**config.mk**
```make
export PLATFORM = sky130hd
export DESIGN_NAME = auto_step_counter
export DESIGN_NICKNAME = d
export VERILOG_FILES = /design/src/rtl/auto_step_counter.sv
export SDC_FILE = /design/constraint.sdc
export NUM_CORES = 1
export LEC_CHECK = 0
export BUFFER_PORTS_ARGS = -buffer_cell sky130_fd_sc_hd__buf_2
export CAP_MARGIN = 30
export CORE_ASPECT_RATIO = 1.25
export CORE_UTILIZATION = 60
export CTS_CLUSTER_DIAMETER = 30
export DETAILED_ROUTE_END_ITERATION = 12
export PLACE_DENSITY = 0.83
export SLEW_MARGIN = 10
export SYNTH_ARGS = -nofsm -noshare
export SYNTH_HDL_FRONTEND = slang
export SYNTH_SLANG_ARGS = --single-unit
```
**constraint.sdc**
```tcl
create_clock -name clk -period 3 [get_ports clk]
set_input_delay 0.6 -clock clk [delete_from_list [all_inputs] [get_ports clk]]
set_output_delay 0.6 -clock clk [all_outputs]
set_load 0.02 [all_outputs]
```
**src/rtl/auto_step_counter.sv**
```systemverilog
// auto_step_counter: a free-running tick divider that drives a saturating or
// wrapping up/down counter with a fixed step between 0 and LIMIT.
module auto_step_counter #(
   parameter int unsigned CLK_FREQ = 50_000_000,
   parameter int unsigned TICK_HZ  = 1,
   parameter int unsigned WIDTH    = 8,
   parameter int unsigned STEP     = 10,
   parameter int unsigned LIMIT    = 150
) (
   input  logic             clk,
   input  logic             reset,
   input  logic             run,
   input  logic             dir,
   input  logic             wrap,
   input  logic             clear,
   output logic [WIDTH-1:0] count,
   output logic             tick,
   output logic             at_end,
   output logic             done
);

   localparam int unsigned DIV      = (TICK_HZ == 0) ? 0 : CLK_FREQ / TICK_HZ;
   localparam int unsigned DIV_W    = (DIV < 2) ? 1 : $clog2(DIV);
   localparam int unsigned AW       = WIDTH + 1;
   localparam logic [AW-1:0]    LIMIT_A  = AW'(LIMIT);
   localparam logic [AW-1:0]    STEP_A   = AW'(STEP);
   localparam logic [DIV_W-1:0] DIV_LAST = DIV_W'(DIV - 1);

   // Reject illegal parameter sets at elaboration.
   if (STEP < 1 || STEP > LIMIT) begin : g_bad_step
      $error("auto_step_counter: STEP must satisfy 1 <= STEP <= LIMIT");
   end
   if (64'(LIMIT) > ((64'(1) << WIDTH) - 64'(1))) begin : g_bad_limit
      $error("auto_step_counter: LIMIT does not fit in WIDTH bits");
   end
   if (TICK_HZ == 0 || DIV < 2) begin : g_bad_div
      $error("auto_step_counter: CLK_FREQ/TICK_HZ must be at least 2");
   end

   logic [DIV_W-1:0] div_q, div_d;
   logic [WIDTH-1:0] count_q, count_d;
   logic             tick_q, tick_d;
   logic             done_q, done_d;

   logic [AW-1:0] cur;
   logic [AW-1:0] sum;
   logic [AW-1:0] nxt;
   logic [AW-1:0] endpoint;
   logic          update;

   // Next-state: divider, step arithmetic in WIDTH+1 bits, then clear override.
   always_comb begin
      div_d    = div_q;
      count_d  = count_q;
      tick_d   = 1'b0;
      done_d   = 1'b0;
      cur      = (AW'(count_q) > LIMIT_A) ? LIMIT_A : AW'(count_q);
      sum      = cur + STEP_A;
      nxt      = cur;
      endpoint = dir ? '0 : LIMIT_A;
      update   = tick_q & run;

      if (div_q == DIV_LAST) begin
         div_d = '0;
      end else begin
         div_d = div_q + DIV_W'(1);
      end
      tick_d = (div_d == DIV_LAST);

      if (!dir) begin
         if (cur == LIMIT_A) begin
            nxt = wrap ? '0 : LIMIT_A;
         end else if (sum >= LIMIT_A) begin
            nxt = LIMIT_A;
         end else begin
            nxt = sum;
         end
      end else begin
         if (cur == '0) begin
            nxt = wrap ? LIMIT_A : '0;
         end else if (cur <= STEP_A) begin
            nxt = '0;
         end else begin
            nxt = cur - STEP_A;
         end
      end

      if (update) begin
         count_d = WIDTH'(nxt);
         done_d  = (nxt == endpoint) && (cur != endpoint);
      end

      if (clear) begin
         count_d = dir ? WIDTH'(LIMIT) : '0;
         div_d   = '0;
         tick_d  = 1'b0;
         done_d  = 1'b0;
      end
   end

   // State registers with synchronous reset taking priority over everything.
   always_ff @(posedge clk) begin
      if (reset) begin
         div_q   <= '0;
         count_q <= '0;
         tick_q  <= 1'b0;
         done_q  <= 1'b0;
      end else begin
         div_q   <= div_d;
         count_q <= count_d;
         tick_q  <= tick_d;
         done_q  <= done_d;
      end
   end

   assign count  = count_q;
   assign tick   = tick_q;
   assign done   = done_q;
   assign at_end = dir ? (count_q == '0) : (count_q == WIDTH'(LIMIT));

endmodule

```
### Word-level counts from Yosys, hierarchy flattened

Cells that the tools add are included.

| cells by class | value |
|---|---|
| add/sub/neg operators | 3 |
| multipliers | 0 |
| div/mod/pow operators | 0 |
| magnitude comparators | 3 |
| equal/unequal tests | 6 |
| shifts and indexed selects | 0 |
| multiplexer cells | 14 |
| bitwise logic cells | 2 |
| reductions and logical operators | 6 |

Operator list:

| kind | number |
|---|---|
| 8-bit two-way mux | 7 |
| 26-bit equality test, second input constant | 2 |
| 9-bit two-way mux | 5 |
| 26-bit by 1-bit adder with 26-bit output, second input constant | 1 |
| 26-bit two-way mux | 1 |
| 8-bit equality test, second input constant | 2 |
| 8-bit by 4-bit adder with 9-bit output, second input constant | 1 |
| 9-bit by 8-bit equality test with 1-bit output | 1 |
| 9-bit by 8-bit greater-or-equal comparator with 1-bit output, second input constant | 1 |
| 9-bit zero test | 1 |
| 8-bit by 4-bit subtractor with 9-bit output, second input constant | 1 |
| 8-bit greater-than comparator, second input constant | 1 |
| 8-bit by 4-bit <= comparator with 1-bit output, second input constant | 1 |
| 8-bit zero test | 1 |
| 8-bit inequality test | 1 |
| 3-bit OR reduction | 1 |
| 2-bit nonzero test | 1 |
| 2-bit OR reduction | 1 |
| 1-bit AND | 1 |
| 1-bit logical AND | 1 |
| 1-bit two-way mux | 1 |
| 1-bit inverter | 1 |

| word-level totals | value |
|---|---|
| register bits | 36 |
| bits in latches | 0 |
| memory bits (writable) | 0 |
| memory bits (read-only) | 0 |
| bits of input ports | 6 |
| output and inout port bits | 11 |
| logic and storage cells | 38 |
| memories | 0 |

### Longest topological paths before layout

| depth | value |
|---|---|
| depth in word-level cells | 9 |
| mapped depth | 12 |
| gate-level depth less buffers | 11 |

### Least setup slack after synthesis

Ideal clock, no wire load.

| timing | value |
|---|---|
| path kind | register -> register |
| start point | register count_q[3] (netlist: count[3]) |
| end point | register count_q[3] (netlist: count[3]) |
| library setup time | 66 ps |
| data arrival time | 2,769 ps |
| data required time | 2,934 ps |
| slack | 164 ps |
| stages on the path, launching flop included | 12 |
| path buffers | 1 |
| period minus slack after synthesis | 2,836 ps |
| cell sequence | dfxtp_1 > buf_6 > a211o_1 > and2_1 > or2_2 > ha_1 > xnor2_1 > a311o_1 > a32oi_1 > a21oi_1 > or3_1 > a21oi_2 |

| between the ends | value |
|---|---|
| word-level cells in the longest chain between the ends | 9 |
| elaborated cells between the ends (all ways) | 15 |
| classes of those cells | 2 x add/sub; 3 x order compare; 1 x eq/ne; 8 x mux; 1 x reduce/logical |

Ends and longest elaborated chain:

| item | RTL line | text |
|---|---|---|
| start, declared | 41 | `logic [WIDTH-1:0] count_q, count_d;` |
| start signal, assigned | 110 | `count_q <= count_d;` |
| 8-bit greater-than comparator | 57 | `cur = (AW'(count_q) > LIMIT_A) ? LIMIT_A : AW'(count_q);` |
| 8-bit two-way mux (*) | 57 |  |
| 8-bit by 4-bit adder with 9-bit output | 58 | `sum = cur + STEP_A;` |
| 9-bit by 8-bit greater-or-equal comparator with 1-bit output | 73 | `end else if (sum >= LIMIT_A) begin` |
| 9-bit two-way mux | 73 |  |
| 9-bit two-way mux | 71 | `if (cur == LIMIT_A) begin` |
| 9-bit two-way mux (*) | 70 | `if (!dir) begin` |
| 8-bit two-way mux (*) | 88 | `if (update) begin` |
| 8-bit two-way mux (*) | 93 | `if (clear) begin` |

Mark *: on every way between the ends. The rest lies on a longest branch, timed or not. The select of a mux whose other input is x is not followed.
A chain may end at the register's enable or synchronous reset.

### Final worst setup path

| timing | value |
|---|---|
| start point | register count_q[4] (netlist: count[4]) |
| end point | register done_q (netlist: done) |

| between the ends | value |
|---|---|
| word-level cells in the longest chain between the ends | 9 |
| elaborated cells between the ends (all ways) | 16 |
| classes of those cells | 2 x add/sub; 3 x order compare; 3 x eq/ne; 6 x mux; 2 x reduce/logical |

Ends and longest elaborated chain:

| item | RTL line | text |
|---|---|---|
| 8-bit greater-than comparator | 57 |  |
| 8-bit two-way mux (*) | 57 |  |
| 8-bit by 4-bit adder with 9-bit output | 58 |  |
| 9-bit by 8-bit greater-or-equal comparator with 1-bit output | 73 |  |
| 9-bit two-way mux | 73 |  |
| 9-bit two-way mux | 71 |  |
| 9-bit two-way mux | 70 |  |
| 9-bit by 8-bit equality test with 1-bit output | 90 | `done_d = (nxt == endpoint) && (cur != endpoint);` |
| 1-bit logical AND (*) | 90 |  |
| end signal, assigned | 112 | `done_q <= done_d;` |
| end, declared | 43 | `logic done_q, done_d;` |

Mark *: on every way between the ends. The rest lies on a longest branch, timed or not.

==> metrics.txt <==
first-pass GRT wire length 10100 microns; Yosys top cell area share 29.4%; Most used DFF post-synth dfxtp_1; clock skew 0.00715 ns; CTS HTree Levels 2; Setup Viol. Count Final 0; Syn Area/Cell 7.91 sq um; CTS tree yes; Tcrit/Tclk final 94.5%; Hold Startpoint div_q[0]; Routed met3 length 363 microns; Util after Layout 68.6%; clock-pin slew on the worst setup and hold paths 0.07 ns; grt ovf 0; syn nets 321; Residual DRC 0; routed len/inst 16.4 microns; routed length on met2 3240 microns; Reg area 721 sq um; FF+latch count, synth 36; DRT iter0 DRCs 167; Row Count 25; Post-synth EDFFs 0; number of port buffers 16; area of the multi-input gates 1590 sq um; Least-Margin Pin Slew 0.582 ns; reg2reg path depth 11; Worst EP arrival 2.99 ns; M1 WL 2270 microns; fin nets 335; hold_buf cts 0; final WL 6180 microns; post-route setup TNS 0 ns; # fillers 331; Final Critical Period 2.83 ns; largest cells by area after synthesis dfxtp_1 29%, nor2_1 7.3%, xnor2_1 5.7%, xor2_1 4.6%, nand3_1 3.3%; maximum root-to-sink buffer count 2; max-cap viol count 0; Mapped Area 2450 sq um; Die W 59.2 microns; worst-skew pair later-pin latency 0.29 ns; Area Growth Syn to Fin 7.55%; status finished clean; number of global-route vias before repair 2190; Via density 6.23; total CTS buffers 5; post-route ant nets 0; commonest non-fill, non-tap cell in the layout nor2_1; Worst Path Required 3.16 ns; core area 3850 sq um; Mapped Cells 310; dpl hpwl 4460 microns; Worst R2R End done; antenna cells 0; CTS Root Cell clkbuf_8; synth warn 0; commonest cells after routing, fill and taps aside 48 x nor2_1, 36 x dfxtp_1, 21 x nand2_1; RSZ-0062 raised after global routing false; Critical Path Source Type flip-flop; Die H 73.5 microns; critical path type reg -> reg; largest net degree at the start of global routing 22; CP max FO 4; IO Pins 17; DR pass1 iterations 5; share of cells above drive strength 1 14.5%; post-synthesis cell type count 60; Synth area leader dfxtp_1; worst reg2reg path startpoint count[4]; Crit. Startpoint count[4]; Worst VDD drop 356 uV; routed vias 2355; crit path capture type flip-flop; Num Clock Sinks 36; setup slack, reg-to-reg 0.17 ns; FMAX 353 MHz; Pwr Density 377 nW/um^2; Seq/Total Area, Yosys 29.4%; initial antenna violation count 0; Critical Path End done; Fin. Hold Viols 0; die area 4350 sq um; All-Layer GR Usage 31.5%; DR top layer met4; fin. max-slew vios 0; Synth async-reset ratio 0%; Min-Delay Path Class reg -> reg; initial core utilization 63.8%; Rel. slew slack 60.9%; LEAKAGE 0.979 nW; routability cong. 0.973
==> metal layers <==
layer  track usage, %  vias up
met5                0        -
met4             21.2        0
met3             6.51       29
met2             56.2      118
met1             32.5     1069
li1                 -     1139
==> worst max-delay path: stages, from the launching register on <==
cell,delay (ns)
dfxtp_1,0.32
a211o_1,0.32
and2_1,0.18
or2_2,0.32
inv_1,0.12
ha_1,0.20
nor2b_1,0.09
nor2_1,0.12
mux2_2,0.35
a21oi_1,0.23
nand3_1,0.11
a2111oi_1,0.34
==> metrics by stage <==
step                power, mW  cells  area [sq um]  hold slack (ns)  setup WS (ns)
global route             1.03    378          2640            0.542         0.0222
floorplan               0.594    310          2450            0.433          0.164
global placement        0.629    371          2540            0.453          0.238
detailed placement      0.629    371          2540            0.481          0.182
finish                  0.995    378          2640            0.491          0.166
CTS                     0.999    378          2640            0.497          0.154
==> layout make-up <==
class                      instances  share of cell area, %
sequential                        36                   27.3
timing repair buffer              22                   4.74
clock buffer                       7                   3.65
tap                               54                   2.56
inverter                          11                   1.56
multi-input combinational        248                   60.2
==> cells by family after synthesis <==
family                     synth area share [%]
muxes                                      2.19
buffers and inverters                      6.02
adders and majority gates                  2.55
DFF                                        29.4
and+or+nand+nor                            31.2
xor gates and xnor gates                   10.4
AOI/OAI and AO/OA                          18.4
==> flip-flops by register name, indices dropped and copies added (netlist names) <==
signal  flops
count       8
done        1
tick        1
div_q      26
==> report_power, final <==
part           switching, mW  total, mW  internal [mW]
clock                  0.169      0.374          0.204
combinational         0.0823      0.131         0.0487
sequential           0.00724      0.491          0.483
total                  0.259      0.995          0.737
==> what timing repair did <==
item | CTS | global route
setup endpoints to repair | 0 | 1
setup buffers | 0 | 0
gates resized for setup | 0 | 1
==> cells in the mapped netlist, types with 7 or more instances <==
cell type and n:
xor2_1 13, nand2_1 21, inv_1 11, dfxtp_1 36
nor2_1 48, nand4_1 9, a21oi_1 15, nand3_1 16
xnor2_1 16, clkbuf_1 7, o21ai_0 9
==> worst min path at each step <==
stage,end,cells past startpoint
global route,div_q[0],1
detailed placement,div_q[0],1
global placement,div_q[0],1
finish,div_q[0],1
CTS,div_q[0],1
floorplan,div_q[0],1
(Power assumes the default switching activity.)
